**src/rtl/imm_encoder_pkg.sv**
```systemverilog
// Shared definitions for the instruction immediate encoder: formats, data types
// and the request bundle handed from the pipeline front to the field packer.
package imm_encoder_pkg;

  localparam int XLEN = 32;

  typedef logic [XLEN-1:0] data_t;

  typedef enum logic [2:0] {
    IMM_I_TYPE = 3'd0,
    IMM_S_TYPE = 3'd1,
    IMM_B_TYPE = 3'd2,
    IMM_U_TYPE = 3'd3,
    IMM_J_TYPE = 3'd4
  } imm_sel_t;

  typedef struct packed {
    imm_sel_t sel;
    data_t    imm;
    data_t    base;
  } enc_req_t;

  // True when v[XLEN-1:lsb] are all copies of the sign bit.
  function automatic logic upper_same(input data_t v, input int lsb);
    logic ok;
    ok = 1'b1;
    for (int i = 0; i < XLEN; i++) begin
      if (i >= lsb && v[i] != v[XLEN-1]) ok = 1'b0;
    end
    return ok;
  endfunction

endpackage

```
**src/rtl/imm_encoder_pack.sv**
```systemverilog
// Combinational field packer: scatters the immediate into the selected format's
// bit positions over the template word and flags values the format cannot hold.
module imm_encoder_pack
  import imm_encoder_pkg::*;
(
  input  enc_req_t req,
  output data_t    instr,
  output logic     err
);

  data_t mask;
  data_t field;
  data_t imm;

  assign imm = req.imm;

  always_comb begin
    mask  = '0;
    field = '0;
    err   = 1'b1;
    case (req.sel)
      IMM_I_TYPE: begin
        mask  = 32'hFFF0_0000;
        field = {imm[11:0], 20'b0};
        err   = !upper_same(imm, 11);
      end
      IMM_S_TYPE: begin
        mask  = 32'hFE00_0F80;
        field = {imm[11:5], 13'b0, imm[4:0], 7'b0};
        err   = !upper_same(imm, 11);
      end
      IMM_B_TYPE: begin
        mask  = 32'hFE00_0F80;
        field = {imm[12], imm[10:5], 13'b0, imm[4:1], imm[11], 7'b0};
        err   = !upper_same(imm, 12) || imm[0];
      end
      IMM_U_TYPE: begin
        mask  = 32'hFFFF_F000;
        field = {imm[31:12], 12'b0};
        err   = (imm[11:0] != 12'b0);
      end
      IMM_J_TYPE: begin
        mask  = 32'hFFFF_F000;
        field = {imm[20], imm[10:1], imm[11], imm[19:12], 12'b0};
        err   = !upper_same(imm, 20) || imm[0];
      end
      default: begin
        mask  = '0;
        field = '0;
        err   = 1'b1;
      end
    endcase
  end

  // Template bits survive wherever the format has no immediate field.
  for (genvar gi = 0; gi < XLEN; gi++) begin : g_merge
    assign instr[gi] = mask[gi] ? field[gi] : req.base[gi];
  end

endmodule

```
**src/rtl/imm_encoder.sv**
```systemverilog
// Two-stage valid/ready wrapper around the immediate packer with a saturating
// count of errored results handed to the consumer.
module imm_encoder
  import imm_encoder_pkg::*;
#(
  parameter int ERR_CNT_W = 16
) (
  input  logic                 clk_i,
  input  logic                 rst_i,
  input  logic                 in_valid_i,
  output logic                 in_ready_o,
  input  imm_sel_t             imm_sel_i,
  input  data_t                imm_i,
  input  data_t                base_i,
  output logic                 out_valid_o,
  input  logic                 out_ready_i,
  output data_t                instr_o,
  output logic                 err_o,
  output logic [ERR_CNT_W-1:0] err_cnt_o
);

  enc_req_t req;
  data_t    pack_instr;
  logic     pack_err;

  assign req = '{sel: imm_sel_i, imm: imm_i, base: base_i};

  imm_encoder_pack u_pack (
    .req   (req),
    .instr (pack_instr),
    .err   (pack_err)
  );

  logic                 s1_v_reg;
  data_t                s1_instr_reg;
  logic                 s1_err_reg;
  logic                 s2_v_reg;
  data_t                s2_instr_reg;
  logic                 s2_err_reg;
  logic [ERR_CNT_W-1:0] err_cnt_reg;

  logic s2_take;
  logic s1_adv;
  logic accept;
  logic deliver;

  // Ready depends on out_ready_i but never on in_valid_i.
  assign s2_take    = !s2_v_reg || out_ready_i;
  assign s1_adv     = s1_v_reg && s2_take;
  assign in_ready_o = !s1_v_reg || s2_take;
  assign accept     = in_valid_i && in_ready_o;
  assign deliver    = s2_v_reg && out_ready_i;

  always_ff @(posedge clk_i) begin
    if (rst_i) begin
      s1_v_reg     <= 1'b0;
      s1_instr_reg <= '0;
      s1_err_reg   <= 1'b0;
      s2_v_reg     <= 1'b0;
      s2_instr_reg <= '0;
      s2_err_reg   <= 1'b0;
      err_cnt_reg  <= '0;
    end else begin
      if (accept) begin
        s1_v_reg     <= 1'b1;
        s1_instr_reg <= pack_instr;
        s1_err_reg   <= pack_err;
      end else if (s1_adv) begin
        s1_v_reg <= 1'b0;
      end

      if (s2_take) begin
        s2_v_reg <= s1_v_reg;
      end
      if (s1_adv) begin
        s2_instr_reg <= s1_instr_reg;
        s2_err_reg   <= s1_err_reg;
      end

      if (deliver && s2_err_reg && (err_cnt_reg != '1)) begin
        err_cnt_reg <= err_cnt_reg + ERR_CNT_W'(1);
      end
    end
  end

  assign out_valid_o = s2_v_reg;
  assign instr_o     = s2_instr_reg;
  assign err_o       = s2_err_reg;
  assign err_cnt_o   = err_cnt_reg;

endmodule

```
**config.mk**
```make
export PLATFORM = sky130hd
export DESIGN_NAME = imm_encoder
export DESIGN_NICKNAME = d
export VERILOG_FILES = /design/src/rtl/imm_encoder_pkg.sv /design/src/rtl/imm_encoder_pack.sv /design/src/rtl/imm_encoder.sv
export SDC_FILE = /design/constraint.sdc
export NUM_CORES = 1
export LEC_CHECK = 0
export ABC_AREA = 1
export CORE_ASPECT_RATIO = 0.8
export CORE_MARGIN = 2
export CORE_UTILIZATION = 43
export CTS_CLUSTER_SIZE = 40
export DETAILED_ROUTE_END_ITERATION = 12
export PLACE_DENSITY = 0.77
export SETUP_SLACK_MARGIN = 0.15
export SYNTH_ARGS = -nofsm -noshare
export SYNTH_HDL_FRONTEND = slang
export SYNTH_SLANG_ARGS = --single-unit
export TNS_END_PERCENT = 10
```
**constraint.sdc**
```tcl
create_clock -name clk_i -period 1.57 [get_ports clk_i]
set_input_delay 0.314 -clock clk_i [delete_from_list [all_inputs] [get_ports clk_i]]
set_output_delay 0.314 -clock clk_i [all_outputs]
set_load 0.05 [all_outputs]
```
==> results.cfg <==
[clocking]
clockBufferDepth = 2
clk_pin_slew_ns = 0.06
cts_root_buffer = clkbuf_16
cts_tree = built
cts.sinks = 84
h-tree-depth = 3
worstSkewPairLatency_ns = 0.34
numCtsBuffers = 9
cts_hold_buf = 0

[final_layout]
diodes = 0
drive_above_1_share_pct = 25.2
final_cells = 873
num-fill-cells = 718
num-nets-final = 825
synthToLayoutAreaGrowth_pct = 61.6

[grt]
grt_remaining_overflow = 0
grt_pass1_wl_um = 20500
grt_start_max_net_pins = 43
grt_pass1_vias = 4299
grt_usage_pct = 25.2
antenna_found_initial = 0

[power_and_ir_drop]
p_int_w = 0.00393
clkPwrFrac_pct = 36.4
seqPwrFrac_pct = 42.4
p_comb_share_pct = 21.2
p_leak_nw = 2.80
irDropWorstVdd_v = 0.000793
switching_share_pct = 28.9
p_per_area_nw_per_um2 = 853
power.switching_w = 0.00160

[placed_design]
numPortBuffers = 121
dp.cells = 848
gp_congestion = 0.989
hpwl_um = 9460
pre_cts_slack_ns = -0.401

[drt]
antenna_left = 0
vias = 4410
drtIter0Drc = 255
drc = 0
viasPerCell = 5.05
drt-total-wl_um = 12400
routedWlPerCell_um = 14.2
firstDrtPassIters = 5

[worst_setup_path]
crit_path_end_kind = register
critPathMostFrequentCell = buf_4
rr_endpoint = err_cnt_o[2]$_SDFFE_PP0P_
crit_chain = clkdlybuf4s50_1 > buf_4 > nand2_1 > nand2_2 > buf_4 > o21ai_1 > nand3_1 > o21ai_0 > a21oi_1
crit_family = buffers and inverters
arrival_ns = 1.68
required_ns = 1.80
crit_buf_inv = 3
startpoint_type = input port
critPathKind = input port to register
critical_path.max_fanout = 2
reg2reg_depth = 9
r2r-start = err_cnt_o[1]$_SDFFE_PP0P_
crit_start = imm_sel_i[0]
cp_slowest_cell = clkdlybuf4s50_1
slowest_delay_ns = 0.45
reg2reg_slack_ns = 0.15

[floorplanning]
rows = 31
initial_core_util_pct = 44.3
num_io_pins = 122
dieArea_um2 = 10100
coreArea_um2 = 9040
die_y_um = 90.4
die_x_um = 112

[timing]
finalSetupViolations = 0
clock_skew_ns = 0.00584
finalCriticalPeriod_ns = 1.45
worst_slack_ns = 0.123
period_share_pct = 92.2
finalHoldViolCount = 0
max_clock_freq_ghz = 0.691
rsz0062_at_grt = yes
relSlewSlack_pct = 79.5
tightest_slew_ns = 0.305
drv_slew = 0

[min_path]
whs_path_depth = 2
worstHoldStart = s1_instr_reg[26]$_SDFFE_PP0P_
hold_path_class = register to register
min_to = s1_instr_reg[26]$_SDFFE_PP0P_

[synthesis]
syn_avg_cell_area_um2 = 6.87
synth_top_flop_cell = dfxtp_1
syn_nets = 655
netlist_instances = 583
seq_area_frac_synth_pct = 42.0
synthDistinctLibCells = 32
syn_area_um2 = 4010
yosysWarnings = 0
ys_ff_latch = 84
synthArstFlopShare_pct = 0
synth-edff-count = 0

[flow_run]
cap_violations = 0

[outcome]
outcome = completed
cell type report:
type	count	area, um2	area share, %
Clock inverter	6	47.5	0.734
Timing Repair Buffer	182	2010	31.0
Tap cell	115	144	2.22
Inverter	55	220	3.40
Sequential cell	84	1710	26.4
Multi-Input combinational cell	421	2110	32.5
Clock buffer	10	239	3.69
layer usage:
| metal | GRT usage, % | wire [um] |
|---|---|---|
| met1 | 31.3 | 5480 |
| met2 | 43.8 | 5880 |
| met3 | 4.90 | 749 |
| met4 | 8.54 | 266 |
| met5 | 0 | 0 |
how the worst max path moves through the flow:
stage / end / slack (ns) / depth (start not counted)
4_1_cts: err_cnt_o[2]$_SDFFE_PP0P_ / 0.08 / 9
6_report: s1_instr_reg[30]$_SDFFE_PP0P_ / 0.12 / 9
2_1_floorplan: err_cnt_o[10]$_SDFFE_PP0P_ / 0.04 / 9
5_1_grt: err_cnt_o[15]$_SDFFE_PP0P_ / 0.02 / 7
3_3_place_gp: s1_err_reg$_SDFFE_PP0P_ / -0.35 / 11
3_5_place_dp: s1_err_reg$_SDFFE_PP0P_ / -0.40 / 12
cells by family after synthesis:
| kind of cell | after synthesis | synth area share (%) |
|---|---|---|
| compound gates | 117 | 17.2 |
| xor+xnor | 9 | 1.97 |
| fa+ha+maj | 1 | 0.312 |
| buf+inv | 78 | 8.05 |
| flops | 84 | 42.0 |
| simple gates | 294 | 30.5 |
repair_timing:
item,in CTS,in global routing
gates cloned,1,0
resized for setup,12,31
endpoints found under the setup margin,33,43
buffers inserted,7,1
pin swaps,5,3
worst reg2reg max path, cell delays in order, from the launching register on:
cell     delay (ns)
dfxtp_4        0.36
ha_4           0.14
nand3_4        0.10
nor3_4         0.16
nand3_2        0.11
nand2_4        0.15
inv_6          0.09
nand3_1        0.08
nand2_1        0.05
a21oi_1        0.11
Yosys cell counts, types with 3 or more instances:
cell | instances | area [um2]
o211ai_1 | 27 | 203
dfxtp_1 | 84 | 1680
a21oi_1 | 20 | 100
nand2_2 | 3 | 18.8
inv_1 | 50 | 188
buf_2 | 7 | 35.0
o21ai_0 | 59 | 295
xor2_1 | 6 | 52.6
a21oi_2 | 7 | 61.3
nand2_1 | 123 | 462
nor3_1 | 13 | 65.1
clkbuf_1 | 14 | 52.6
nor2_1 | 119 | 447
nand3_1 | 23 | 115
xnor2_1 | 3 | 26.3
nand3_2 | 3 | 30.0
power groups by stage:
stage	logic, W	registers [W]	clock network (W)
2_1_floorplan	0.000365	0.00257	0
3_3_place_gp	0.00114	0.00239	0
3_5_place_dp	0.00116	0.00239	0
4_1_cts	0.00116	0.00234	0.00206
5_1_grt	0.00127	0.00236	0.00214
6_report	0.00117	0.00234	0.00201
per-stage QoR:
| stage | total power (W) | util [%] | hold slack (ns) | instance area [um2] | setup TNS, ns |
|---|---|---|---|---|---|
| 6_report | 0.00552 | 71.7 | 0.467 | 6480 | 0 |
| 5_1_grt | 0.00577 | 71.7 | 0.495 | 6480 | 0 |
| 4_1_cts | 0.00556 | 70.7 | 0.464 | 6390 | 0 |
| 3_5_place_dp | 0.00354 | 66.6 | 0.454 | 6020 | -12.10 |
| 3_3_place_gp | 0.00353 | 66.6 | 0.457 | 6020 | -10.15 |
| 2_1_floorplan | 0.00294 | - | 0.442 | 4060 | 0 |
cell usage in the layout (no fill, tap or decap), drive strengths merged, types with 3 or more instances in the layout:
cell | netlist | routed
xnor2 | 3 | 3
o21ai | 59 | 59
clkdlybuf4s50 | 0 | 63
nand3 | 26 | 26
nand2 | 128 | 128
dlymetal6s2s | 0 | 5
dfxtp | 84 | 84
inv | 53 | 55
buf | 9 | 112
a21oi | 27 | 27
clkinv | 2 | 4
o211ai | 27 | 27
xor2 | 6 | 6
nor2 | 119 | 119
clkbuf | 14 | 10
nor3 | 14 | 14
Power figures use the tool's default switching activity.
